<file path="src/rtl/mant_multi_tracker_if.sv">
// mant_multi_tracker_if
//   Request/status bundle for the multi-channel maintenance tracker.
//   master : drives m (per-channel request), sel (count select), clr (counter clear)
//   slave  : drives busy, done_pulse (per channel), count (selected), total (sum)
interface mant_multi_tracker_if #(
   parameter int N_CH  = 4,
   parameter int CNT_W = 8,
   parameter int SW    = 2
);
   logic [N_CH-1:0]       m;
   logic [SW-1:0]         sel;
   logic                  clr;
   logic [N_CH-1:0]       busy;
   logic [N_CH-1:0]       done_pulse;
   logic [CNT_W-1:0]      count;
   logic [CNT_W+SW-1:0]   total;

   modport master (output m, sel, clr, input busy, done_pulse, count, total);
   modport slave  (input m, sel, clr, output busy, done_pulse, count, total);
endinterface

</file>
<file path="src/rtl/mant_multi_tracker.sv">
// mant_multi_tracker
//   N_CH independent maintenance trackers. Each channel must see its request
//   held for MAINT_CYCLES+1 consecutive edges to log one completed period;
//   releasing early aborts. Counters saturate or wrap (SATURATE), and clr
//   zeroes all counters synchronously.
//   Ports: clk, rst (async, active low), bus (slave modport):
//     m, sel, clr in; busy, done_pulse, count, total out.
module mant_multi_tracker #(
   parameter int N_CH         = 4,
   parameter int CNT_W        = 8,
   parameter int T_W          = 16,
   parameter int MAINT_CYCLES = 50,
   parameter bit SATURATE     = 1'b1
) (
   input  logic                  clk,
   input  logic                  rst,
   mant_multi_tracker_if.slave   bus
);
   localparam int SW   = (N_CH > 1) ? $clog2(N_CH) : 1;
   localparam int TOTW = CNT_W + SW;
   localparam logic [T_W-1:0]   T_LAST = T_W'(MAINT_CYCLES - 1);
   localparam logic [CNT_W-1:0] C_MAX  = '1;

   typedef enum logic [1:0] {S_IDLE = 2'd0, S_MAINT = 2'd1, S_HOLD = 2'd2} state_t;

   logic [N_CH-1:0][CNT_W-1:0] w_cnt;
   logic [N_CH-1:0]            w_busy;
   logic [N_CH-1:0]            w_done;

   for (genvar g = 0; g < N_CH; g++) begin : g_ch
      state_t           r_state, w_state_nxt;
      logic [T_W-1:0]   r_tmr, w_tmr_nxt;
      logic [CNT_W-1:0] r_cnt;
      logic             r_done, w_inc;

      always_comb begin
         w_state_nxt = r_state;
         w_tmr_nxt   = r_tmr;
         w_inc       = 1'b0;
         case (r_state)
            S_IDLE: begin
               if (bus.m[g]) begin
                  w_state_nxt = S_MAINT;
                  w_tmr_nxt   = '0;
               end
            end
            S_MAINT: begin
               if (!bus.m[g]) begin
                  // early release: partial period is discarded
                  w_state_nxt = S_IDLE;
                  w_tmr_nxt   = '0;
               end else if (r_tmr == T_LAST) begin
                  w_state_nxt = S_HOLD;
                  w_inc       = 1'b1;
               end else begin
                  w_tmr_nxt = r_tmr + T_W'(1);
               end
            end
            S_HOLD: begin
               // a held request counts once; must drop before re-arming
               if (!bus.m[g]) w_state_nxt = S_IDLE;
            end
            default: w_state_nxt = S_IDLE;
         endcase
      end

      always_ff @(posedge clk or negedge rst) begin
         if (!rst) begin
            r_state <= S_IDLE;
            r_tmr   <= '0;
            r_done  <= 1'b0;
         end else begin
            r_state <= w_state_nxt;
            r_tmr   <= w_tmr_nxt;
            r_done  <= w_inc;
         end
      end

      // clr beats a simultaneous completion; that completion is dropped
      always_ff @(posedge clk or negedge rst) begin
         if (!rst)             r_cnt <= '0;
         else if (bus.clr)     r_cnt <= '0;
         else if (w_inc) begin
            if (r_cnt == C_MAX) r_cnt <= SATURATE ? C_MAX : '0;
            else                r_cnt <= r_cnt + CNT_W'(1);
         end
      end

      assign w_cnt[g]  = r_cnt;
      assign w_busy[g] = (r_state == S_MAINT);
      assign w_done[g] = r_done;
   end

   // select table padded to 2^SW so out-of-range sel reads zero
   logic [CNT_W-1:0] w_pad [2**SW];
   logic [TOTW-1:0]  w_sum;
   logic [CNT_W-1:0] r_count;
   logic [TOTW-1:0]  r_total;

   always_comb begin
      w_pad = '{default: '0};
      w_sum = '0;
      for (int i = 0; i < N_CH; i++) begin
         w_pad[i] = w_cnt[i];
         w_sum    = w_sum + TOTW'(w_cnt[i]);
      end
   end

   always_ff @(posedge clk or negedge rst) begin
      if (!rst) begin
         r_count <= '0;
         r_total <= '0;
      end else begin
         r_count <= w_pad[bus.sel];
         r_total <= w_sum;
      end
   end

   assign bus.busy       = w_busy;
   assign bus.done_pulse = w_done;
   assign bus.count      = r_count;
   assign bus.total      = r_total;
endmodule

</file>
<file path="src/flat_wrapper.sv">
// flat-port wrapper written by rule: the top's interface ports become plain ports
module mant_multi_tracker_flat 
#(
   parameter int N_CH         = 4,
   parameter int CNT_W        = 8,
   parameter int T_W          = 16,
   parameter int MAINT_CYCLES = 50,
   parameter bit SATURATE     = 1'b1
)
  (clk, rst, bus_m, bus_sel, bus_clr, bus_busy, bus_done_pulse, bus_count, bus_total);
  mant_multi_tracker_if #(.N_CH(N_CH), .CNT_W(CNT_W)) bus_i ();
  input  logic clk;
  input  logic rst;
  input wire logic [$bits(bus_i.m)-1:0] bus_m;
  input wire logic [$bits(bus_i.sel)-1:0] bus_sel;
  input wire logic [$bits(bus_i.clr)-1:0] bus_clr;
  output wire logic [$bits(bus_i.busy)-1:0] bus_busy;
  output wire logic [$bits(bus_i.done_pulse)-1:0] bus_done_pulse;
  output wire logic [$bits(bus_i.count)-1:0] bus_count;
  output wire logic [$bits(bus_i.total)-1:0] bus_total;
  assign bus_i.m = bus_m;
  assign bus_i.sel = bus_sel;
  assign bus_i.clr = bus_clr;
  assign bus_busy = bus_i.busy;
  assign bus_done_pulse = bus_i.done_pulse;
  assign bus_count = bus_i.count;
  assign bus_total = bus_i.total;
  mant_multi_tracker #(.N_CH(N_CH), .CNT_W(CNT_W), .T_W(T_W), .MAINT_CYCLES(MAINT_CYCLES), .SATURATE(SATURATE)) u_core (.clk(clk), .rst(rst), .bus(bus_i));
endmodule
</file>
<file path="config.mk">
export PLATFORM = sky130hd
export DESIGN_NAME = mant_multi_tracker_flat
export DESIGN_NICKNAME = d
export VERILOG_FILES = /design/src/rtl/mant_multi_tracker_if.sv /design/src/rtl/mant_multi_tracker.sv /design/src/flat_wrapper.sv
export SDC_FILE = /design/constraint.sdc
export NUM_CORES = 1
export LEC_CHECK = 0
export ABC_AREA = 1
export BUFFER_PORTS_ARGS = -buffer_cell sky130_fd_sc_hd__buf_4
export CAP_MARGIN = 0
export CORE_MARGIN = 1.5
export CORE_UTILIZATION = 45
export CTS_BUF_LIST = sky130_fd_sc_hd__clkbuf_8
export DETAILED_ROUTE_END_ITERATION = 6
export GPL_ROUTABILITY_DRIVEN = 0
export PLACE_DENSITY = 0.58
export REMOVE_ABC_BUFFERS = 1
export SYNTH_ARGS = -nofsm -noshare
export SYNTH_HDL_FRONTEND = slang
export SYNTH_SLANG_ARGS = --single-unit
</file>
<file path="constraint.sdc">
create_clock -name clk -period 3.4 [get_ports clk]
set_input_delay 0 -clock clk [delete_from_list [all_inputs] [get_ports clk]]
set_output_delay 0 -clock clk [all_outputs]
set_load 0.01 [all_outputs]
</file>
==> out/results.tsv <==
metric	value	unit
via_per_inst	5.19	
cts_resized	0	
first_pass_iters	7	
failed_checks	DRC	
ys.flop_type	dfrtp_1	
instances_no_fill	1464	
drt_iter0_drc	368	
fin_skew	9.15	ps
synth_xor_area_share	1.88	%
async_reset_ff_share	100	%
total_power	3.24	mW
power_density	350	mW/mm²
tritoncts	yes	
crit_type	reg -> reg	
worst_pin_slew	896	ps
syn_to_final_growth	10.7	%
synthCells	1182	
crit_fanout	6	
synth_top_family_by_area	simple AND/OR/NAND/NOR gates	
grt_usage	22.3	%
slew_viol_final	0	
gr-total-overflow	0	
status	complete, but fails checks	
yosys.cell_types.count	45	
yosys.area_share.simple	37.0	%
clk_pin_slew_worst_paths	80	ps
antenna_found_initial	0	
netlist_area	0.00838	mm²
setup_viol	0	
muxShareOfSynthArea	0	%
irDropWorstVdd	0.000201	V
hold_viol	0	
critPathLaunchType	flip-flop	
ys_seq_elements	126	
worstPathRequired	3740	ps
ioPinCount	35	
min_period_over_period	90.3	%
timing.final.ws_setup	331	ps
fin_crit	3070	ps
cts-root-buf	clkbuf_8	
dieHeight	139	µm
initial_core_util	46.3	%
grt_pass1_wl	35200	µm
cp-end-kind	flip-flop	
grt_max_degree	55	
hp-class	in -> async	
synthAdderAreaFrac	6.57	%
dieArea	0.0194	mm²
htree_num_levels	4	
vias	7597	
core_area	0.0181	mm²
cts_buffers	17	
core.rowCount	49	
drcViolationCount	2	
clockBufferDepth	2	
finalWirelength	20400	µm
clkLatencyLatePin	450	ps
grt_setup_unrepaired	no	
portBuffers	34	
ant_nets	0	
hpwlAfterDp	14700	µm
pre_cts_ws	387	ps
leakage	4.77	nW
diodes	0	
drive_gt1_share	9.39	%
synth_edf_count	0	
final_nets	1269	
clock_sinks	126	
fmax	326	MHz
slew_headroom	40.1	%
grt_pass1_vias	7144	
finalSetupTns	0	ps
holdWs	77.6	ps
fp.dieW	139	µm
dp.cells	1422	
wl_per_cell	13.9	µm
seq_area_frac_synth	37.6	%
synth-compound-area-share	8.10	%
synth.yosys.warnings	0	
avgSynthCellArea	7.09	µm²
arrival	3410	ps
cap_viol_max_count	0	
-- Yosys cell counts, types with 3 or more instances --
cell,instances,area [µm²]
nand4_1,45,282
nand2_2,4,25.0
nor3_1,4,20.0
ha_1,28,350
a21oi_1,36,180
nor2_4,5,56.3
inv_1,144,541
or2_2,9,56.3
xnor2_1,4,35.0
buf_4,8,60.1
o31ai_1,4,30.0
o21ai_1,7,35.0
buf_2,5,25.0
nor2_2,12,75.1
o21bai_1,9,67.6
inv_2,6,22.5
dfrtp_1,126,3150
fa_1,10,200
clkbuf_1,8,30.0
o21ai_0,56,280
xor2_1,14,123
clkinv_1,3,11.3
nor2_1,105,394
nand3_1,153,766
nand2_1,349,1310
-- state kept, by name, indices dropped and copies added, names as in the netlist --
register / count
u_core.bus.count: 8
u_core.bus.total: 10
u_core.g_ch.r_cnt: 32
u_core.g_ch.r_done: 4
u_core.g_ch.r_state: 8
u_core.g_ch.r_tmr: 64
-- per-layer routing --
| metal | global-route usage, % | wire length [µm] | up-vias |
|---|---|---|---|
| li1 | - | - | 3906 |
| met1 | 30.6 | 9810 | 3548 |
| met2 | 36.3 | 9670 | 125 |
| met3 | 3.92 | 606 | 18 |
| met4 | 5.88 | 263 | 0 |
| met5 | 0 | 0 | - |
-- repair_timing --
action | in CTS | in global routing
hold endpoints to repair | 125 | 0
hold buffers | 10 | 0
setup buffers | 0 | 0
-- report_power, final --
group          total, mW  leakage [nW]  internal [mW]  switching (mW)
Clock               1.30         0.182          0.607           0.691
Combinational      0.349          2.86          0.113           0.236
Sequential          1.60          1.73           1.54          0.0563
-- through the flow --
stage | util, % | instance area (µm²)
floorplan | - | 8230
global placement | 48.6 | 8790
detailed placement | 48.6 | 8790
CTS | 51.3 | 9270
global route | 51.3 | 9270
finish | 51.3 | 9270
-- cell usage in the layout (no fill, tap or decap), types with 3 or more instances in the layout --
cell           count
nand2_1          349
nand4_1           45
inv_2              6
o21ai_0           56
xnor2_1            4
o31ai_1            4
nand2_2            4
nor2_1           105
clkinv_1           3
fa_1              10
clkinvlp_4         4
dfrtp_1          126
nor2_2            12
clkbuf_8          18
nand3_1          153
or2_2              9
inv_6              3
clkinv_4           5
xor2_1            14
buf_4             35
nor2_4             5
ha_1              28
a21oi_1           36
o21ai_1            7
inv_1            144
nor3_1             4
o21bai_1           9
dlygate4sd3_1     10
-- cells by family (layout without fill, tap and decap cells) --
logic type      Yosys count  count (layout)
fa+ha+maj                38              38
buf+inv                 180             233
simple gates            697             697
xor+xnor                 18              18
flops                   126             126
compound gates          123             123
-- cell type report --
type,instances,area (µm²)
Fill cell,1824,8810
Multi-Input combinational cell,876,4490
Sequential cell,126,3150
Inverter,155,586
Timing Repair Buffer,46,374
Tap cell,229,287
Clock buffer,18,248
Clock inverter,14,135
-- critical path, cell delays in order (launching register included) --
cell	delay, ps
dfrtp_1	450
ha_1	200
inv_1	50
fa_1	390
inv_1	90
nand4_1	80
o211ai_1	150
xnor2_1	120
fa_1	490
inv_1	40
ha_1	330
inv_1	80
o21ai_0	240
a21oi_1	90
xor2_1	150
-- final timing paths --
| kind | endpoint | start | slack (ps) | cells past startpoint |
|---|---|---|---|---|
| worst max-delay path | u_core.bus.total[7]$_DFF_PN0_ | u_core.g_ch[0].r_cnt[0]$_DFFE_PN0P_ | 330 | 14 |
| worst min-delay path | u_core.g_ch[3].r_tmr[12]$_DFFE_PN0P_ | rst | 80 | 2 |
| worst max register to register | u_core.bus.total[7]$_DFF_PN0_ | u_core.g_ch[0].r_cnt[0]$_DFFE_PN0P_ | 330 | 14 |
| worst min register to register | u_core.g_ch[0].r_state[0]$_DFFE_PN0P_ | u_core.g_ch[0].r_state[0]$_DFFE_PN0P_ | 470 | 1 |
| max in group asynchronous | u_core.g_ch[3].r_tmr[2]$_DFFE_PN0P_ | rst | 2410 | 3 |
| min in group clk | u_core.g_ch[2].r_tmr[9]$_DFFE_PN0P_ | bus_m[2] | 410 | 4 |
Power figures use the tool's default switching activity.
